===== config.mk =====
export PLATFORM = sky130hd
export DESIGN_NAME = rx_intf
export DESIGN_NICKNAME = d
export VERILOG_FILES = /design/src/rtl/rx_intf_pkg.sv /design/src/rtl/rx_intf_dr_encode.sv /design/src/rtl/rx_intf.sv
export SDC_FILE = /design/constraint.sdc
export NUM_CORES = 1
export LEC_CHECK = 0
export ABC_AREA = 1
export CAP_MARGIN = 10
export CORE_MARGIN = 4
export CORE_UTILIZATION = 29
export DETAILED_ROUTE_END_ITERATION = 8
export GPL_ROUTABILITY_DRIVEN = 0
export GPL_TIMING_DRIVEN = 1
export MAX_ROUTING_LAYER = met4
export PLACE_DENSITY = 0.61
export SKIP_LAST_GASP = 1
export SLEW_MARGIN = 40
export SYNTH_ARGS = -nofsm -noshare
export SYNTH_HDL_FRONTEND = slang
export SYNTH_HIERARCHICAL = 1
export SYNTH_SLANG_ARGS = --single-unit

===== constraint.sdc =====
create_clock -name clk -period 1.3 [get_ports clk]
set_clock_uncertainty 0.2 [all_clocks]
set_input_delay 0.26 -clock clk [delete_from_list [all_inputs] [get_ports clk]]
set_output_delay 0.26 -clock clk [all_outputs]
set_load 0.01 [all_outputs]

===== src/rtl/rx_intf_pkg.sv =====
// Shared definitions for the rx_intf single-rail to dual-rail NoC transmitter.
package rx_intf_pkg;

    typedef enum logic [1:0] {
        ST_IDLE = 2'b00,
        ST_DATA = 2'b01,
        ST_NULL = 2'b10
    } state_t;

    // Spacer value of one dual-rail bit pair; a full NULL codeword repeats it.
    localparam logic [1:0] NULL_PAIR = 2'b00;

endpackage : rx_intf_pkg


===== src/rtl/rx_intf_dr_encode.sv =====
// Combinational single-rail to dual-rail encoder: bit j -> {data[j], ~data[j]}.
module dr_encode #(
    parameter int unsigned NOC_WID = 16
) (
    input  logic [NOC_WID-1:0]   data_i,
    output logic [2*NOC_WID-1:0] code_o
);

    // Each bit drives its true rail high for 1 and its false rail high for 0.
    always_comb begin
        code_o = '0;
        for (int unsigned j = 0; j < NOC_WID; j++) begin
            code_o[2*j+1] = data_i[j];
            code_o[2*j]   = ~data_i[j];
        end
    end

endmodule : dr_encode


===== src/rtl/rx_intf.sv =====
// rx_intf: buffers a single-rail word and sends it to the NoC as a dual-rail
// codeword under a 4-phase return-to-zero handshake on rx_ack.
// Optional macro RX_INTF_ACK_SYNC_EN inserts a 2-flop synchronizer on rx_ack.
module rx_intf
    import rx_intf_pkg::*;
#(
    parameter int unsigned NOC_WID = 16
) (
    input  logic                 clk,
    input  logic                 rst,
    input  logic [NOC_WID-1:0]   rx,
    input  logic                 rx_valid,
    output logic                 rx_ready,
    output logic [2*NOC_WID-1:0] rx_d,
    input  logic                 rx_ack
);

    localparam int unsigned DR_WID = 2 * NOC_WID;
    localparam logic [DR_WID-1:0] NULL_CW = {NOC_WID{NULL_PAIR}};

    state_t             state_q;
    logic               buf_valid_q;
    logic [NOC_WID-1:0] buf_q;
    logic [DR_WID-1:0]  rx_d_q;
    logic [DR_WID-1:0]  buf_code;
    logic               ack_s;

`ifdef RX_INTF_ACK_SYNC_EN
    logic [1:0] ack_sync_q;

    // Two-stage synchronizer for the asynchronous NoC acknowledge.
    always_ff @(posedge clk) begin
        if (rst) begin
            ack_sync_q <= 2'b00;
        end else begin
            ack_sync_q <= {ack_sync_q[0], rx_ack};
        end
    end

    assign ack_s = ack_sync_q[1];
`else
    assign ack_s = rx_ack;
`endif

    dr_encode #(
        .NOC_WID (NOC_WID)
    ) u_dr_encode (
        .data_i (buf_q),
        .code_o (buf_code)
    );

    // Buffer is free exactly when it holds no word, so drain and accept never collide.
    assign rx_ready = ~buf_valid_q;
    assign rx_d     = rx_d_q;

    // Holding buffer capture plus the IDLE/DATA/NULL handshake sequencer.
    always_ff @(posedge clk) begin
        if (rst) begin
            state_q     <= ST_IDLE;
            buf_valid_q <= 1'b0;
            buf_q       <= '0;
            rx_d_q      <= NULL_CW;
        end else begin
            if (rx_valid && rx_ready) begin
                buf_q       <= rx;
                buf_valid_q <= 1'b1;
            end
            case (state_q)
                ST_IDLE: begin
                    if (buf_valid_q) begin
                        rx_d_q      <= buf_code;
                        buf_valid_q <= 1'b0;
                        state_q     <= ST_DATA;
                    end
                end
                ST_DATA: begin
                    if (ack_s) begin
                        rx_d_q  <= NULL_CW;
                        state_q <= ST_NULL;
                    end
                end
                ST_NULL: begin
                    if (!ack_s) begin
                        state_q <= ST_IDLE;
                    end
                end
                default: begin
                    rx_d_q  <= NULL_CW;
                    state_q <= ST_IDLE;
                end
            endcase
        end
    end

endmodule : rx_intf


# Word-level counts from Yosys, hierarchy flattened
# Index checks and enable logic that the tools add are counted.
dict set report word_totals {
  regBits 51
  latch_bits 0
  ramBits 0
  romBits 0
  in_bits 20
  output_inout_bits 33
  wordCells 41
  memories 0
}
dict set report classes {
  n_addsub 0
  mul 0
  n_div 0
  n_lt_le_gt_ge 0
  eq_ne 5
  n_shift 0
  n_mux 10
  bitwise_logic 18
  n_reduce_logical 4
}
# op count
set ops {}
lappend ops {{32-bit one-hot mux with 3 select lines} 1}
lappend ops {{32-bit two-way mux} 2}
lappend ops {{1-bit NOT} 18}
lappend ops {{2-bit two-way mux} 3}
lappend ops {{2-bit inequality test (second input constant)} 3}
lappend ops {{2-bit one-hot mux with 3 select lines} 1}
lappend ops {{3-bit AND reduction} 2}
lappend ops {{1-bit two-way mux} 3}
lappend ops {{2-bit by 1-bit == test with 1-bit output (second input constant)} 1}
lappend ops {{2-bit == test (second input constant)} 1}
lappend ops {{2-bit zero test} 1}
lappend ops {{1-bit logical AND} 1}

# Depth between registers and ports, before layout
# Gate-level depths: netlist of run 1.
dict set report logic_depth {
  word_depth 5
  depth_mapped 6
}

# Hierarchy
# Netlist of run 1, hierarchy kept.
# mod instances cells_each area_per_inst_um2
set modules_own_cells {}
lappend modules_own_cells {rx_intf 1 230 1853.0}
lappend modules_own_cells {dr_encode 1 32 180.2}

# Least setup slack after synthesis of run 1
# OpenSTA, ideal clock, no wires.
dict set report synth_timing {
  kind {reg-to-reg}
  from {register buf_valid_q}
  to {register buf_q[15]}
  setup_ns 0.132
  t_arrival_ns 0.932
  t_required_ns 0.968
  setup_slack_ns 0.036
  path_stages_with_launch 6
  path_buffers 1
  path_cell_list {dfxtp_1 nor2_2 inv_2 buf_2 nand2_1 a21oi_1}
}
dict set report synth_between {
  elab_chain_cells 2
}
# element line
set synth_lines {}
lappend synth_lines {{start, declared} rx_intf.sv:22} ;# logic buf_valid_q;
lappend synth_lines {{start signal, assigned} rx_intf.sv:60} ;# buf_valid_q <= 1'b0;
lappend synth_lines {{start signal, assigned} rx_intf.sv:66} ;# buf_valid_q <= 1'b1;
lappend synth_lines {{start signal, assigned} rx_intf.sv:72} ;# buf_valid_q <= 1'b0;
lappend synth_lines {{1-bit NOT} rx_intf.sv:53} ;# assign rx_ready = ~buf_valid_q;
lappend synth_lines {{1-bit logical AND} rx_intf.sv:64} ;# if (rx_valid && rx_ready) begin
lappend synth_lines {{end signal, assigned} rx_intf.sv:65} ;# buf_q <= rx;
lappend synth_lines {{end, declared} rx_intf.sv:23} ;# logic [NOC_WID-1:0] buf_q;
# No other way between the ends.
# A chain may end at the register's enable or synchronous reset.

# Worst setup path in the final report of run 1
dict set report layout_timing {
  from {register buf_valid_q}
  to {register rx_d_q[0] (netlist: rx_d[0])}
}
dict set report layout_between {
  elab_chain_cells 2
}
# element line
set layout_lines {}
lappend layout_lines {{2-bit inequality test (no line)} --}
lappend layout_lines {{3-bit AND reduction (no line)} --}
lappend layout_lines {{end signal, assigned} rx_intf.sv:71} ;# rx_d_q <= buf_code;
lappend layout_lines {{end, declared} rx_intf.sv:24} ;# logic [DR_WID-1:0] rx_d_q;
# No other way between the ends.

==> impl_metrics.env, run 1 <==
export IMPL_total_power_mw=3.58
export IMPL_drtPass1Iterations=4
export IMPL_crit_slowest_cell="dfxtp_2"
export IMPL_holdBufCountCts=0
export IMPL_worst_path_max_fanout=12
export IMPL_pin_count=53
export IMPL_netlist_area_leader_share_pct=50.2
export IMPL_cts_tree="yes"
export IMPL_max_stage_delay_ns=0.34
export IMPL_ant_nets=0
export IMPL_critical_path_arrival_ns=1.37
export IMPL_dieArea_um2=8410
export IMPL_fill_cells=692
export IMPL_drcViolationCount=0
export IMPL_drv_slew=0
export IMPL_fp_dieH_um=91.7
export IMPL_coreArea_um2=6790
export IMPL_pwr_share_seq_pct=48.4
export IMPL_drt_total_wl_mm=5.46
export IMPL_outcome="finished, violations left"
export IMPL_fin_crit_sh_pct=102
export IMPL_crit_path_start_kind="flop"
export IMPL_p_leak_nw=1.27
export IMPL_syn_area_um2=2030
export IMPL_clockBufferDepth=2
export IMPL_synth_fp_nets=282
export IMPL_gr_usage_all_layers_pct=12.3
export IMPL_synth_area_top_cells="dfxtp_1, a21oi_1, nand2_1"
export IMPL_initial_core_util_pct=29.9
export IMPL_synth_edff_count=0
export IMPL_crit_type="reg -> reg"
export IMPL_grt_pass1_vias=1728
export IMPL_hpwl_mm=3.35
export IMPL_fmax_mhz=753
export IMPL_peakVddDrop_v=0.000427
export IMPL_yosysSeqAreaShare_pct=50.2
export IMPL_finalHoldViolCount=0
export IMPL_finalHoldWorstSlack_ns=0.0434
export IMPL_ff_latch_area_um2=1070
export IMPL_cap_violations=0
export IMPL_layout_nets=344
export IMPL_path_cells="buf_6, nand2_2, buf_4, nand3_1, a21oi_2"
export IMPL_clk_pin_slew_worst_paths_ns=0.10
export IMPL_synth_area_leader_cell="dfxtp_1"
export IMPL_period_minus_slack_ns=1.33
export IMPL_cts_root_buf="clkbuf_8"
export IMPL_setup_viol=16
export IMPL_cpLargestDelayFamily="buffers and inverters"
export IMPL_grt_overflow=0
export IMPL_antenna_found_initial=0
export IMPL_synth_cells=262
export IMPL_drt_initial_drc_count=51
export IMPL_p_per_area_nw_per_um2=1150
export IMPL_p_switching_mw=0.980
export IMPL_clock_sinks=51
export IMPL_grt_max_degree=26
export IMPL_grt_first_pass_wirelength_mm=8.22
export IMPL_syn_avg_cell_area_um2=7.76
export IMPL_cts_made_buffers=5
export IMPL_critPathRequiredTime_ns=1.34
export IMPL_num_antenna_cells=0
export IMPL_synth_most_common_cell="nand2_1"
export IMPL_path_buf_inv=2
export IMPL_rsz0062_at_grt="yes"
export IMPL_synth_common_cells="nand2_1, dfxtp_1, a21oi_1"
export IMPL_rows=30
export IMPL_die_w_um=91.7
export IMPL_tns_ns=-0.237
export IMPL_dr_total_vias=1848
export IMPL_io_buffers=52
export IMPL_worstMarginPinSlew_ns=0.290
export IMPL_area_growth_pct=53.5
export IMPL_synth_async_reset_ratio_pct=0
export IMPL_vias_per_cell=4.39
export IMPL_yosysUniqueCellTypes=16
export IMPL_violations="setup timing"
export IMPL_clk_latency_ns=0.30
export IMPL_hp_class="in -> reg"
export IMPL_slew_headroom_pct=80.6
export IMPL_drive_above_1_share_pct=54.2
export IMPL_synth_flop_cell="dfxtp_1"
export IMPL_ys_ff_latch=51
export IMPL_pwr_share_comb_pct=20.4
export IMPL_clockPowerShare_pct=31.1
export IMPL_end_kind="flop"
export IMPL_fin_ws_ns=-0.0289
export IMPL_wl_per_cell_um=13.0
export IMPL_p_sw_share_pct=27.4
export IMPL_ys_warnings_count=6
export IMPL_h_tree_depth=2
export IMPL_multiInputGateArea_um2=988
export IMPL_internal_power_mw=2.60
[cells by family after synthesis]
family                 Yosys count  share of synthesized area [%]
buffers and inverters           55                           14.8
AND/OR/NAND/NOR                104                           21.8
flip-flops                      51                           50.2
AO/OA/AOI/OAI                   52                           13.1
[registers in the layout (all words and copies together), names as in the netlist]
name	cells
state_q	2
rx_d	32
buf_valid_q	1
buf_q	16
[power by group through the flow]
stage          logic, mW  clock network, mW  registers [mW]
2_1_floorplan      0.311                  0            1.78
3_3_place_gp       0.639                  0            1.76
3_5_place_dp       0.646                  0            1.76
4_1_cts            0.638               1.15            1.73
5_1_grt            0.794               1.21            1.75
6_report           0.731               1.11            1.73
[area by class of cell]
class / count / share of cell area, %
sequential: 51 / 34.2
multi-input combinational: 156 / 31.7
timing repair buffer: 88 / 23.7
tap: 96 / 3.85
inverter: 22 / 2.89
clock buffer: 5 / 2.21
clock inverter: 3 / 1.48
[worst paths after layout]
kind	startpoint	slack (ns)	endpoint	cells past startpoint
worst max-delay path	buf_valid_q	-0.03	rx_d[0]	5
worst min-delay path	rst	0.04	buf_valid_q	2
worst max register to register	buf_valid_q	-0.03	rx_d[0]	5
worst min register to register	buf_q[0]	0.28	rx_d[1]	2
[what timing repair did]
item | CTS | global route
gates resized for setup | 167 | 89
cloned | 1 | 3
pin swaps | 1 | 35
endpoints found under the setup margin | 56 | 50
buffers inserted | 5 | 1
[routing by layer]
layer  global-route usage, %  share of wire (%)
met1                    15.3                 45
met2                    20.0                 50
met3                    2.87                3.6
met4                    3.71               0.75
met5                       -                  0
[stage by stage]
step	instance area [um2]	setup WS, ns	cells	utilization (%)
floorplan	2030	0.0361	262	-
global placement	2740	-0.291	406	40.4
detailed placement	2740	-0.346	406	40.4
CTS	2810	-0.0539	420	41.4
global route	3120	-0.0893	421	45.9
finish	3120	-0.0289	421	45.9
[cell usage in the layout, fill, tap and decap left out]
| cell | netlist | routed |
|---|---|---|
| a211oi_1 | 1 | 1 |
| a21oi_1 | 50 | 20 |
| a21oi_2 | 0 | 30 |
| buf_12 | 0 | 4 |
| buf_2 | 7 | 34 |
| buf_4 | 17 | 23 |
| buf_6 | 3 | 6 |
| buf_8 | 0 | 1 |
| bufinv_16 | 0 | 1 |
| clkbuf_16 | 0 | 2 |
| clkbuf_8 | 0 | 5 |
| clkdlybuf4s50_1 | 0 | 16 |
| clkinvlp_4 | 0 | 1 |
| dfxtp_1 | 51 | 17 |
| dfxtp_2 | 0 | 33 |
| dfxtp_4 | 0 | 1 |
| dlymetal6s2s_1 | 0 | 2 |
| inv_1 | 20 | 17 |
| inv_2 | 2 | 3 |
| inv_4 | 0 | 1 |
| inv_6 | 0 | 2 |
| nand2_1 | 66 | 50 |
| nand2_2 | 1 | 8 |
| nand2_4 | 0 | 9 |
| nand3_1 | 33 | 24 |
| nand3_2 | 0 | 6 |
| nand3_4 | 0 | 3 |
| nor2_1 | 2 | 2 |
| nor2_4 | 1 | 2 |
| o21ai_4 | 0 | 1 |
Power figures use the tool's default switching activity.
==> inputs of run 2 (changes only) <==
==> constraint.sdc (replaced) <==
create_clock -name clk -period 1.3 [get_ports clk]
set_clock_uncertainty 0.2 [all_clocks]
set_input_delay 0.26 -clock clk [delete_from_list [all_inputs] [get_ports clk]]
set_output_delay 0.26 -clock clk [all_outputs]
set_load 0.05 [all_outputs]
==> run 2 against run 1 <==
The flow still finishes with violations (setup timing). Via count up 3.4%. Combinational power up 68%. Largest cell class is now non-clock buffers. Global-route usage up 0.58 points. Largest power group unchanged.
==> impl_metrics.env, run 2 (same netlist as run 1, synthesis figures left out) <==
export IMPL_fill_cells=578
export IMPL_p_leak_nw=1.46
export IMPL_total_power_mw=3.89
export IMPL_dp_cells=389
export IMPL_clock_sinks=51
export IMPL_dieArea_um2=8410
export IMPL_drive_above_1_share_pct=56.0
export IMPL_internal_power_mw=2.65
export IMPL_vias_per_cell=4.61
export IMPL_clk_latency_ns=0.30
export IMPL_critical_path_arrival_ns=1.42
export IMPL_drt_total_wl_mm=5.97
export IMPL_die_w_um=91.7
export IMPL_grt_pass1_vias=1838
export IMPL_grt_overflow=0
export IMPL_fp_dieH_um=91.7
export IMPL_coreArea_um2=6790
export IMPL_crit_type="reg -> reg"
export IMPL_outcome="finished, violations left"
export IMPL_end_kind="flop"
export IMPL_tns_ns=-2.20
export IMPL_max_stage_delay_ns=0.34
export IMPL_crit_path_frequent_cell="buf_6"
export IMPL_dp_slack_ns=-0.345
export IMPL_pwr_share_comb_pct=31.6
export IMPL_finalHoldViolCount=0
export IMPL_ant_nets=0
export IMPL_fmax_mhz=718
export IMPL_fin_ws_ns=-0.0925
export IMPL_rows=30
export IMPL_peakVddDrop_v=0.000453
export IMPL_multiInputGateArea_um2=1040
export IMPL_layout_nets=337
export IMPL_crit_path_start_kind="flop"
export IMPL_antenna_found_initial=0
export IMPL_grt_max_degree=26
export IMPL_setup_viol=42
export IMPL_wl_per_cell_um=14.4
export IMPL_cts_made_buffers=5
export IMPL_pwr_share_seq_pct=45.7
export IMPL_initial_core_util_pct=29.9
export IMPL_period_minus_slack_ns=1.39
export IMPL_p_per_area_nw_per_um2=1050
export IMPL_worstMarginPinSlew_ns=0.251
export IMPL_holdBufCountCts=0
export IMPL_grt_first_pass_wirelength_mm=8.67
export IMPL_final_common_cell="buf_12"
export IMPL_cts_root_buf="clkbuf_8"
export IMPL_area_growth_pct=82.0
export IMPL_h_tree_depth=2
export IMPL_clockPowerShare_pct=22.7
export IMPL_path_cells="inv_2, buf_6, nor2_4, buf_6, clkbuf_16, nand2_1, a21oi_1"
export IMPL_hpwl_mm=3.34
export IMPL_clockBufferDepth=2
export IMPL_largest_register_ffs=32
export IMPL_pin_count=53
export IMPL_gr_usage_all_layers_pct=12.9
export IMPL_ff_latch_area_um2=1080
export IMPL_p_switching_mw=1.24
export IMPL_violations="setup timing"
export IMPL_rsz0062_at_grt="yes"
export IMPL_slew_headroom_pct=83.2
export IMPL_fin_crit_sh_pct=107
export IMPL_layout_common_cells="buf_12, nand2_1, a21oi_2, nand3_1, dfxtp_2"
export IMPL_worst_path_max_fanout=5
export IMPL_drcViolationCount=0
export IMPL_num_antenna_cells=0
export IMPL_clk_pin_slew_worst_paths_ns=0.08
export IMPL_p_sw_share_pct=31.9
export IMPL_drtPass1Iterations=4
export IMPL_io_buffers=52
export IMPL_dr_total_vias=1910
export IMPL_fin_cells=414
export IMPL_cts_tree="yes"
export IMPL_drv_slew=0
export IMPL_cap_violations=0
export IMPL_crit_slowest_cell="dfxtp_2"
export IMPL_hp_class="in -> reg"
export IMPL_critPathRequiredTime_ns=1.32
export IMPL_drt_initial_drc_count=111
export IMPL_finalHoldWorstSlack_ns=0.0395
[run 2: changes by cell type in the layout (fill, tap and decap cells not counted), sizes merged]
| cell | previous run | this run |
|---|---|---|
| clkbuf | 7 | 10 |
| bufinv | 1 | 0 |
| buf | 68 | 59 |
| inv | 23 | 22 |
| clkinv | 0 | 1 |
[run 2: worst paths after layout]
kind	endpoint	cells past startpoint	slack (ns)	from
setup / recovery	rx_d[17]	7	-0.09	buf_valid_q
hold / removal	buf_valid_q	2	0.04	rst
setup reg to reg	rx_d[17]	7	-0.09	buf_valid_q
hold reg to reg	state_q[1]	1	0.27	state_q[1]
[run 2: per-layer routing]
metal,track usage [%],wire [um],vias to the layer above
met5,-,0,-
met4,3.71,103,0
met3,3.12,231,8
met2,21.5,3090,47
met1,15.5,2540,921
li1,-,-,934
[run 2: critical path, delay by kind of cell (launching register included)]
| family | cells | cell delay (ns) |
|---|---|---|
| buf+inv | 4 | 0.45 |
| simple gates | 2 | 0.22 |
| flops | 1 | 0.34 |
| compound gates | 1 | 0.12 |
[run 2: area by class of cell]
cell class	instances	area share, %
clock buffers	6	1.96
clock inverters	2	0.338
inverters	22	2.37
multi-input cells	156	28.2
flip-flops and latches	51	29.1
well taps	96	3.25
repair buffers	81	34.8
[run 2: power by group through the flow]
stage	combinational [mW]	sequential, mW	clock (mW)
6_report	1.23	1.78	0.884
5_1_grt	1.29	1.79	0.987
4_1_cts	1.01	1.77	0.902
3_5_place_dp	0.926	1.79	0
3_3_place_gp	0.917	1.79	0
2_1_floorplan	0.319	1.96	0
[run 2: what timing repair did]
item / 4_1_cts / 5_1_grt
pin swaps: 9 / 41
setup buffers: 5 / 7
resized for setup: 37 / 120
gates cloned: 2 / 6
setup endpoints to repair: 51 / 66
[run 2: through the flow]
step | utilization, % | area (um2)
2_1_floorplan | - | 2030
3_5_place_dp | 43.4 | 2950
5_1_grt | 54.5 | 3700
3_3_place_gp | 43.4 | 2950
4_1_cts | 46.9 | 3190
6_report | 54.5 | 3700
==> inputs of run 3 (changes only) <==
PLACE_DENSITY = 0.59   (was 0.61)
clock period = 1.5 ns   (was 1.3 ns; I/O delays follow)
==> run 3 against run 2 <==
The flow now finishes without violations. Worst setup slack better by 0.16 ns. Critical endpoint is now rx_ready. Highest routed layer unchanged. Critical path depth shrank 5. Core utilization down 11 points.
==> impl_metrics.env, run 3 (same netlist as run 1, synthesis figures left out) <==
export IMPL_rsz0062_at_grt="no"
export IMPL_drv_slew=0
export IMPL_peakVddDrop_v=0.000511
export IMPL_drcViolationCount=0
export IMPL_clk_pin_slew_worst_paths_ns=0.08
export IMPL_dieArea_um2=8410
export IMPL_end_kind="output pin"
export IMPL_vias_per_cell=4.34
export IMPL_fin_crit_sh_pct=95.6
export IMPL_layout_nets=317
export IMPL_num_antenna_cells=0
export IMPL_cts_tree="yes"
export IMPL_slew_headroom_pct=79.5
export IMPL_drive_above_1_share_pct=18.2
export IMPL_area_growth_pct=44.9
export IMPL_reg2regPathDepth=6
export IMPL_grt_overflow=0
export IMPL_p_per_area_nw_per_um2=1020
export IMPL_rows=30
export IMPL_post_cts_resized=0
export IMPL_hpwl_mm=3.21
export IMPL_wl_per_cell_um=12.0
export IMPL_outcome="finished clean"
export IMPL_fill_cells=664
export IMPL_die_w_um=91.7
export IMPL_grt_max_degree=49
export IMPL_cts_made_buffers=5
export IMPL_fp_dieH_um=91.7
export IMPL_worst_path_max_fanout=3
export IMPL_clockBufferDepth=2
export IMPL_final_area_um2=2950
export IMPL_setup_viol=0
export IMPL_final_common_cell="nand2_1"
export IMPL_fmax_mhz=697
export IMPL_p_leak_nw=1.08
export IMPL_finalHoldViolCount=0
export IMPL_h_tree_depth=2
export IMPL_tns_ns=0
export IMPL_clock_sinks=51
export IMPL_dp_cells=386
export IMPL_gr_usage_all_layers_pct=11.6
export IMPL_place_area_um2=2870
export IMPL_r2r_end="rx_d[19]"
export IMPL_final_core_util_pct=43.4
export IMPL_hp_start="rst"
export IMPL_cap_violations=0
export IMPL_dr_total_vias=1701
export IMPL_clk_latency_ns=0.29
export IMPL_grt_first_pass_wirelength_mm=7.62
export IMPL_hp_class="in -> reg"
export IMPL_io_buffers=52
export IMPL_postCtsSetupRepairBufs=0
export IMPL_layout_common_cells="nand2_1, dfxtp_1, a21oi_1, buf_12, nand3_1"
export IMPL_largest_register_ffs=32
export IMPL_initial_core_util_pct=29.9
export IMPL_hold_depth=2
export IMPL_r2r_setup_slack_ns=0.19
export IMPL_critPathRequiredTime_ns=1.00
export IMPL_regToRegStartpoint="state_q[1]"
export IMPL_antenna_found_initial=0
export IMPL_drt_initial_drc_count=157
export IMPL_period_minus_slack_ns=1.43
export IMPL_holdBufCountCts=0
export IMPL_crit_path_start_kind="flop"
export IMPL_worstMarginPinSlew_ns=0.308
export IMPL_critical_path_arrival_ns=0.93
export IMPL_fin_cells=392
export IMPL_grt_pass1_vias=1537
export IMPL_drtPass1Iterations=6
export IMPL_whs_endpoint="state_q[0]"
export IMPL_crit_type="reg -> out"
export IMPL_cts_root_buf="clkbuf_8"
export IMPL_ant_nets=0
export IMPL_pin_count=53
export IMPL_drt_total_wl_mm=4.69
export IMPL_coreArea_um2=6790
## run 3: cell types whose count changed in the layout (fill, tap and decap cells not counted), moves of 5 or more
cell     previous run  this run
buf_6               8         0
dfxtp_4             5         0
a21oi_1            17        50
a21oi_2            33         0
dfxtp_1            17        51
dfxtp_2            29         0
nand2_4            21         0
nand2_1            37        66
nand2_2             9         1
## run 3: worst max path at each step
| stage | slack [ns] | startpoint | endpoint | cells after the start |
|---|---|---|---|---|
| floorplan | 0.21 | buf_valid_q | rx_d[21] | 5 |
| global placement | -0.12 | rx_valid | buf_q[8] | 6 |
| detailed placement | -0.13 | rx_ack | rx_d[19] | 5 |
| CTS | 0.04 | buf_valid_q | rx_ready | 2 |
| global route | 0.02 | buf_valid_q | rx_ready | 2 |
| finish | 0.07 | buf_valid_q | rx_ready | 2 |
## run 3: cell type report
class	count	area (um2)	area share, %
clock buffers	6	72.6	2.46
inverters	22	82.6	2.80
multi-input cells	156	711	24.1
flip-flops and latches	51	1020	34.7
well taps	96	120	4.08
repair buffers	61	938	31.9
## run 3: routing by layer
| layer | vias up | GRT usage, % | wire length (um) |
|---|---|---|---|
| li1 | 885 | - | - |
| met1 | 770 | 15.4 | 2230 |
| met2 | 40 | 17.1 | 2180 |
| met3 | 6 | 3.53 | 216 |
| met4 | 0 | 3.34 | 55 |
| met5 | - | - | 0 |
## run 3: per-stage QoR
step                setup slack (ns)  hold WS (ns)  power (mW)
finish                        0.0655        0.0431        2.99
global route                  0.0236        0.0537        3.13
CTS                           0.0440        0.0313        3.04
detailed placement            -0.125         0.270        2.32
global placement              -0.117         0.264        2.31
floorplan                      0.208         0.247        1.98
## run 3: power breakdown
part           total, mW  leakage [nW]  internal (mW)  switching, mW
Clock              0.711        0.0371          0.312          0.399
Combinational      0.754         0.629          0.349          0.406
Sequential          1.52         0.417           1.44         0.0855
## run 3: worst max-delay path, cell delays in order (launching register included)
cell and delay, ns:
dfxtp_1 0.39, inv_2 0.09, buf_12 0.15
